### config.mk
export PLATFORM = sky130hd
export DESIGN_NAME = seq_lsam_mul_ctrl
export DESIGN_NICKNAME = d
export VERILOG_FILES = /design/src/rtl/seq_lsam_mul_ctrl.sv
export SDC_FILE = /design/constraint.sdc
export NUM_CORES = 1
export LEC_CHECK = 0
export BUFFER_PORTS_ARGS = -buffer_cell sky130_fd_sc_hd__buf_2
export CORE_ASPECT_RATIO = 0.75
export CORE_MARGIN = 3
export CORE_UTILIZATION = 61
export CTS_BUF_LIST = sky130_fd_sc_hd__clkbuf_4 sky130_fd_sc_hd__clkbuf_8 sky130_fd_sc_hd__clkbuf_16
export DETAILED_ROUTE_END_ITERATION = 7
export PLACE_DENSITY = 0.95
export RECOVER_POWER = 100
export SYNTH_ARGS = -nofsm -noshare
export SYNTH_HDL_FRONTEND = slang
export SYNTH_SLANG_ARGS = --single-unit
### constraint.sdc
create_clock -name clk -period 11 [get_ports clk]
set_input_delay 1.65 -clock clk [delete_from_list [all_inputs] [get_ports clk]]
set_output_delay 1.65 -clock clk [all_outputs]
set_load 0.01 [all_outputs]
### src/rtl/seq_lsam_mul_ctrl.sv
// Sequential 8x8 multiplier: one shared 4x4 nibble multiplier, four steps per operation.
// Build option LSAM_EXACT_EN selects an exact nibble product instead of the approximate one.
module seq_lsam_mul_ctrl #(
  parameter int CNT_W = 16
) (
  input  logic             clk,
  input  logic             rst,
  input  logic             in_valid,
  output logic             in_ready,
  input  logic [7:0]       in_a,
  input  logic [7:0]       in_b,
  output logic             out_valid,
  input  logic             out_ready,
  output logic [15:0]      out_p,
  output logic             busy,
  output logic [CNT_W-1:0] op_cnt
);

  typedef enum logic [1:0] {
    IDLE = 2'd0,
    MUL  = 2'd1,
    DONE = 2'd2
  } state_t;

  state_t           state_q, state_d;
  logic [2:0]       step_q, step_d;
  logic [7:0]       a_q, b_q;
  logic [15:0]      acc_q;
  logic [15:0]      pp_d, pp_p1;
  logic             vld_d, vld_p1;
  logic [CNT_W-1:0] cnt_q;
  logic             accept, retire;
  logic [3:0]       nib_x, nib_y;
  logic [3:0]       pp_sh;

  function automatic logic [7:0] nib_mul(input logic [3:0] x, input logic [3:0] y);
`ifdef LSAM_EXACT_EN
    nib_mul = {4'd0, x} * {4'd0, y};
`else
    // y[3] is deliberately dropped; y[2] is weighted as 3 instead of 4.
    nib_mul = ({4'd0, x} * {6'd0, y[1:0]}) + ({4'd0, x} * (y[2] ? 8'd3 : 8'd0));
`endif
  endfunction

  always_comb begin
    state_d   = state_q;
    step_d    = step_q;
    in_ready  = 1'b0;
    out_valid = 1'b0;
    busy      = 1'b1;
    accept    = 1'b0;
    retire    = 1'b0;
    case (state_q)
      IDLE: begin
        in_ready = 1'b1;
        busy     = 1'b0;
        if (in_valid) begin
          accept  = 1'b1;
          step_d  = 3'd0;
          state_d = MUL;
        end
      end
      MUL: begin
        // Step 4 only drains the last registered partial product.
        if (step_q == 3'd4) begin
          state_d = DONE;
        end else begin
          step_d = step_q + 3'd1;
        end
      end
      DONE: begin
        out_valid = 1'b1;
        if (out_ready) begin
          retire  = 1'b1;
          step_d  = 3'd0;
          state_d = IDLE;
        end
      end
      default: begin
        state_d = IDLE;
        step_d  = 3'd0;
      end
    endcase
  end

  always_comb begin
    nib_x = a_q[3:0];
    nib_y = b_q[3:0];
    pp_sh = 4'd0;
    case (step_q[1:0])
      2'd0: begin nib_x = a_q[3:0]; nib_y = b_q[3:0]; pp_sh = 4'd0; end
      2'd1: begin nib_x = a_q[7:4]; nib_y = b_q[3:0]; pp_sh = 4'd4; end
      2'd2: begin nib_x = a_q[3:0]; nib_y = b_q[7:4]; pp_sh = 4'd4; end
      default: begin nib_x = a_q[7:4]; nib_y = b_q[7:4]; pp_sh = 4'd8; end
    endcase
    pp_d  = {8'd0, nib_mul(nib_x, nib_y)} << pp_sh;
    vld_d = (state_q == MUL) && (step_q != 3'd4);
  end

  always_ff @(posedge clk) begin
    if (rst) begin
      state_q <= IDLE;
      step_q  <= 3'd0;
      vld_p1  <= 1'b0;
      cnt_q   <= '0;
    end else begin
      state_q <= state_d;
      step_q  <= step_d;
      vld_p1  <= vld_d;
      if (retire) begin
        cnt_q <= cnt_q + 1'b1;
      end
    end
  end

  // p0 -> p1: operands latched on accept, partial product registered each MUL step
  always_ff @(posedge clk) begin
    if (accept) begin
      a_q <= in_a;
      b_q <= in_b;
    end
    pp_p1 <= pp_d;
  end

  // p1 -> accumulator: modulo-2^16 accumulate of the registered partial product
  always_ff @(posedge clk) begin
    if (rst || accept) begin
      acc_q <= 16'd0;
    end else if (vld_p1) begin
      acc_q <= acc_q + pp_p1;
    end
  end

  assign out_p  = acc_q;
  assign op_cnt = cnt_q;

endmodule

# [After elaboration in Yosys (flattened, before gate mapping)]
# Cells that the tools add are included.
[totals] output_inout_bits=35 regBits=69 in_bits=20
[op_classes] n_eq_ne=10 n_shift=1 mul=2 n_mux=19 addsub=4 n_reduce_logical=9
[op_table] operator="16-bit by 1-bit adder with 16-bit output, second input constant" n=1
[op_table] operator="16-bit adder" n=1
[op_table] operator="7-bit by 4-bit left shift with 16-bit output" n=1
[op_table] operator="4-bit by 2-bit multiplier with 6-bit output" n=2
[op_table] operator="3-bit two-way mux" n=4
[op_table] operator="3-bit case mux with 3 select lines" n=1
[op_table] operator="2-bit two-way mux" n=4
[op_table] operator="2-bit inequality test, second input constant" n=4
[op_table] operator="4-bit case mux with 2 select lines" n=1
[op_table] operator="6-bit by 6-bit adder with 7-bit output" n=1
[op_table] operator="1-bit two-way mux" n=7
[op_table] operator="2-bit case mux with 3 select lines" n=1
[op_table] operator="3-bit AND reduction" n=2
[op_table] operator="2-bit OR reduction" n=3
[op_table] operator="2-bit by 1-bit equality test with 1-bit output, second input constant" n=2
[op_table] operator="2-bit equality test, second input constant" n=2
[op_table] operator="2-bit logical NOT" n=2
[op_table] operator="4-bit two-way mux" n=1
[op_table] operator="3-bit by 1-bit adder with 3-bit output, second input constant" n=1
[op_table] operator="3-bit equality test, second input constant" n=1
[op_table] operator="3-bit inequality test, second input constant" n=1
[op_table] operator="1-bit logical AND" n=1
[op_table] operator="1-bit logical OR" n=1

# [Longest topological paths before layout]
[logic_depth] depth_word=7 mapped_depth=17 depth_no_buf=17

# [Worst setup path after synthesis]
# No wires, ideal clock.
[synth_timing] path_kind="register -> register" startpoint="register step_q[0]" endpoint="register pp_p1[5]" t_arrival_ns=3.747 n_path_buf=0 setup_time_ns=0.127 synth_period_minus_slack_ns=3.875 path_slack_ns=7.125 path_stages_with_launch=16 path_cell_list="dfxtp_1 inv_1 ha_1 nor2_1 mux2i_1 or2_2 fa_1 fa_1 inv_1 fa_1 a21o_1 a21oi_1 xor2_1 nor2_1 a21oi_1 nor2_1"
[synth_between] elab_chain_cells=7 elab_cells_between_ends=14
[synth_lines] item="start, declared" line="26" text="logic [2:0] step_q, step_d;"
[synth_lines] item="start signal, assigned" line="108" text="step_q <= step_d;"
[synth_lines] item="2-bit by 1-bit equality test with 1-bit output or 2-bit logical NOT (tied branches)" line="90" text="case (step_q[1:0])"
[synth_lines] item="2-bit OR reduction (no source line)"
[synth_lines] item="3-bit two-way mux" line="90"
[synth_lines] item="2-bit two-way mux" line="41" text="nib_mul = ({4'd0, x} * {6'd0, y[1:0]}) + ({4'd0, x} * (y[2] ? 8'd3 : 8'd0));"
[synth_lines] item="4-bit by 2-bit multiplier with 6-bit output" line="41"
[synth_lines] item="6-bit by 6-bit adder with 7-bit output" line="41"
[synth_lines] item="7-bit by 4-bit left shift with 16-bit output *" line="96" text="pp_d = {8'd0, nib_mul(nib_x, nib_y)} << pp_sh;"
[synth_lines] item="end signal, assigned" line="122" text="pp_p1 <= pp_d;"
[synth_lines] item="end, declared" line="29" text="logic [15:0] pp_d, pp_p1;"
# Every way passes the cells marked *; elsewhere a longest branch is shown, timed or not.
# A chain may end at the register's enable or synchronous reset.

# [Final worst setup path]
# Same ends and word-level chain as after synthesis.

==> summary.md <==
| Metric | Value |
|---|---|
| Status | finished, final reports clean |
| Clock Skew | 0.00762 ns |
| PostCTS Resize Cnt | 0 |
| Peak VDD IR | 0.107 mV |
| Final Setup Violations | 0 |
| R2R setup slack | 6.66 ns |
| Unique masters post-synth | 52 |
| Crit Path Class | reg -> reg |
| Delay-heaviest family, CP | adder cells |
| Final worst path period need | 4.34 ns |
| CP Launch Type | register |
| Final Max Tran Viols | 0 |
| Die Y | 72.7 µm |
| Max Clk Rate | 231 MHz |
| Crit share post-route | 0.394 |
| Static Leak | 1.67 nW |
| Row Count | 23 |
| Clock latency at the later pin of the worst-skew pair | 0.35 ns |
| Syn Nets | 434 |
| Cell Area, Synth | 3620 µm² |
| Power per Cell Area | 159 nW/µm² |
| Initial DRC count | 183 |
| RSZ-0062 raised after global routing | no |
| Die X-Extent | 95.0 µm |
| Pin count of the biggest net entering global routing | 25 |
| Residual DRC | 0 |
| Ports | 55 |
| CP max stage cell | fa_1 |
| Die Area | 6900 µm² |
| Final WS setup | 6.66 ns |
| Total clock buffers created by CTS | 9 |
| First-pass GRT wire length | 11900 µm |
| Total power | 0.643 mW |
| Effective utilization at floorplan | 0.655 |
| Max clock buf depth | 2 |
| Post-synth ARST share | 0 |
| Drt wl/cell | 14.1 µm |
| Post-CTS Setup Inserts | 0 |
| H-tree Lvls | 3 |
| Hold buffer count at CTS | 0 |
| Layout cells sized above 1 | 0.0899 |
| Clock transition at the registers of the reported paths | 0.07 ns |
| Ys flop type | dfxtp_1 |
| Port Buffers | 52 |
| Slowest stage delay, CP | 0.54 ns |
| Total Neg Setup Slack | 0 ns |
| Number of inserted diodes | 0 |
| Overflow after GRT | 0 |
| Via count | 2813 |
| Root buf cell | clkbuf_8 |
| Number of synthesized flops with an enable pin | 14 |
| Total Routed Length | 7170 µm |
| Most frequent cells in the layout | nor2_1 (54), dfxtp_1 (54), clkbuf_1 (38) |
| Syn Inst Count | 377 |
| Arr. time, crit path | 4.56 ns |
| Hold crit path type | reg -> reg |
| Post-route antenna net violation count | 0 |
| Initial antenna violation count | 0 |
| CTS tree | built |
| Max Fanout on Critical Path | 5 |
| Synth Register Bits | 68 |
| Post-synthesis to final-layout area growth | 12.1% |
| Syn Area/Cell | 9.60 µm² |
| Max cap viols | 0 |
| CP bufs+invs | 2 |
| Detail Placement HPWL | 5540 µm |
| Core area | 5530 µm² |
| Setup WS pre-CTS | 6.74 ns |
| Clk sink count | 68 |
| Met1 Wirelength | 3080 µm |
| Cell Chain, Critical Path | inv_1, ha_1, nor2_1, mux2i_1, or2_2, fa_1, fa_1, inv_1, fa_1, a21o_1, a21oi_1, xor2_1, nor2_1, a21oi_1, nor2_1 |
| Finished Core Util | 0.735 |
| Vias in the first global route | 2675 |
| RD Place Congestion | 0.932 |
| Overall Global Routing Usage | 0.226 |
| Sequential-to-total area share from yosys stat | 0.415 |
| Hold_ws | 0.499 ns |
| Met3 wire length | 432 µm |
| Worst Tran Pin Value | 1.01 ns |
| Wire length on met2 | 3520 µm |
| Synth warnings | 0 |
| Rel. slew slack | 0.330 |
| CP Capture Type | register |
| Placed Area | 3930 µm² |
| Design Area, Final | 4060 µm² |
| DR vias/cell | 5.53 |
| Nets | 486 |
| Placed Instances | 493 |
| Top sig layer | met4 |
| Fin. Hold Viols | 0 |
| Non-Filler Instances | 509 |
| Worst Path Required | 11.22 ns |
| TritonRoute pass-1 iters | 5 |
-- layout make-up --
| class | instances | area, µm² |
|---|---|---|
| Multi-Input combinational cell | 281 | 2000 |
| Sequential cell | 68 | 1500 |
| Fill cell | 407 | 1470 |
| Timing Repair Buffer | 52 | 213 |
| Clock buffer | 10 | 131 |
| Tap cell | 75 | 93.8 |
| Inverter | 17 | 63.8 |
| Clock inverter | 6 | 53.8 |
-- power by group --
group          internal (mW)  leakage [nW]  switching (mW)  total, mW
clock                  0.105        0.0989          0.0889      0.194
sequential             0.275         0.572          0.0111      0.286
combinational         0.0697          1.00          0.0935      0.163
-- path summary, 6_finish.rpt --
check,from,end,cells past startpoint
max,step_q[0],pp_p1[5],15
min,op_cnt[5],op_cnt[5],2
max reg2reg,step_q[0],pp_p1[5],15
min reg2reg,op_cnt[5],op_cnt[5],2
-- tightest hold or removal path: cells and delay by family, from the launching register on --
family | cells | cell delay, ns
flops | 1 | 0.33
compound gates | 2 | 0.13
-- sequential cells by signal, indices dropped and copies added, names as in the netlist --
| register | count |
|---|---|
| a_q | 8 |
| b_q | 6 |
| op_cnt | 16 |
| out_p | 16 |
| pp_p1 | 16 |
| state_q | 2 |
| step_q | 3 |
| vld_p1 | 1 |
-- metal layers --
metal  vias to the layer above  track usage
li1                       1408            -
met1                      1297        0.267
met2                        95        0.379
met3                        13       0.0660
met4                         0        0.109
met5                         -            0
-- cell families (layout without fill, tap and decap cells) --
logic type | after synthesis | count (layout) | synth area share
AO/OA/AOI/OAI | 67 | 67 | 0.117
multiplexers | 16 | 16 | 0.0446
adder cells (fa/ha/maj) | 37 | 37 | 0.144
AND/OR/NAND/NOR | 132 | 132 | 0.179
buffers and inverters | 28 | 85 | 0.0297
flip-flops | 68 | 68 | 0.415
XOR/XNOR | 29 | 29 | 0.0702
-- Yosys cell counts, drive strengths merged, types with 2 or more instances --
cell type   n  area share
nand4       7       0.014
buf         3      0.0038
a21oi      25       0.035
o21ai      16       0.022
xor2       17       0.041
dfxtp      54        0.30
and2        5      0.0086
xnor2      12       0.029
fa          8       0.044
o31a        2      0.0073
inv        17       0.018
mux2i      15       0.041
or3         2      0.0035
nor2b       5       0.011
edfxtp     14        0.12
nand3b      4      0.0083
or2         7       0.012
nand2      25       0.026
a211oi      5       0.010
a21o        4      0.0083
nand3       7      0.0097
nand2b      3      0.0052
ha         29        0.10
nor3        3      0.0041
and3        6       0.010
o22ai       3      0.0052
clkbuf      8      0.0083
nor2       54       0.057
Note: power is estimated with default switching activity, not from simulation.
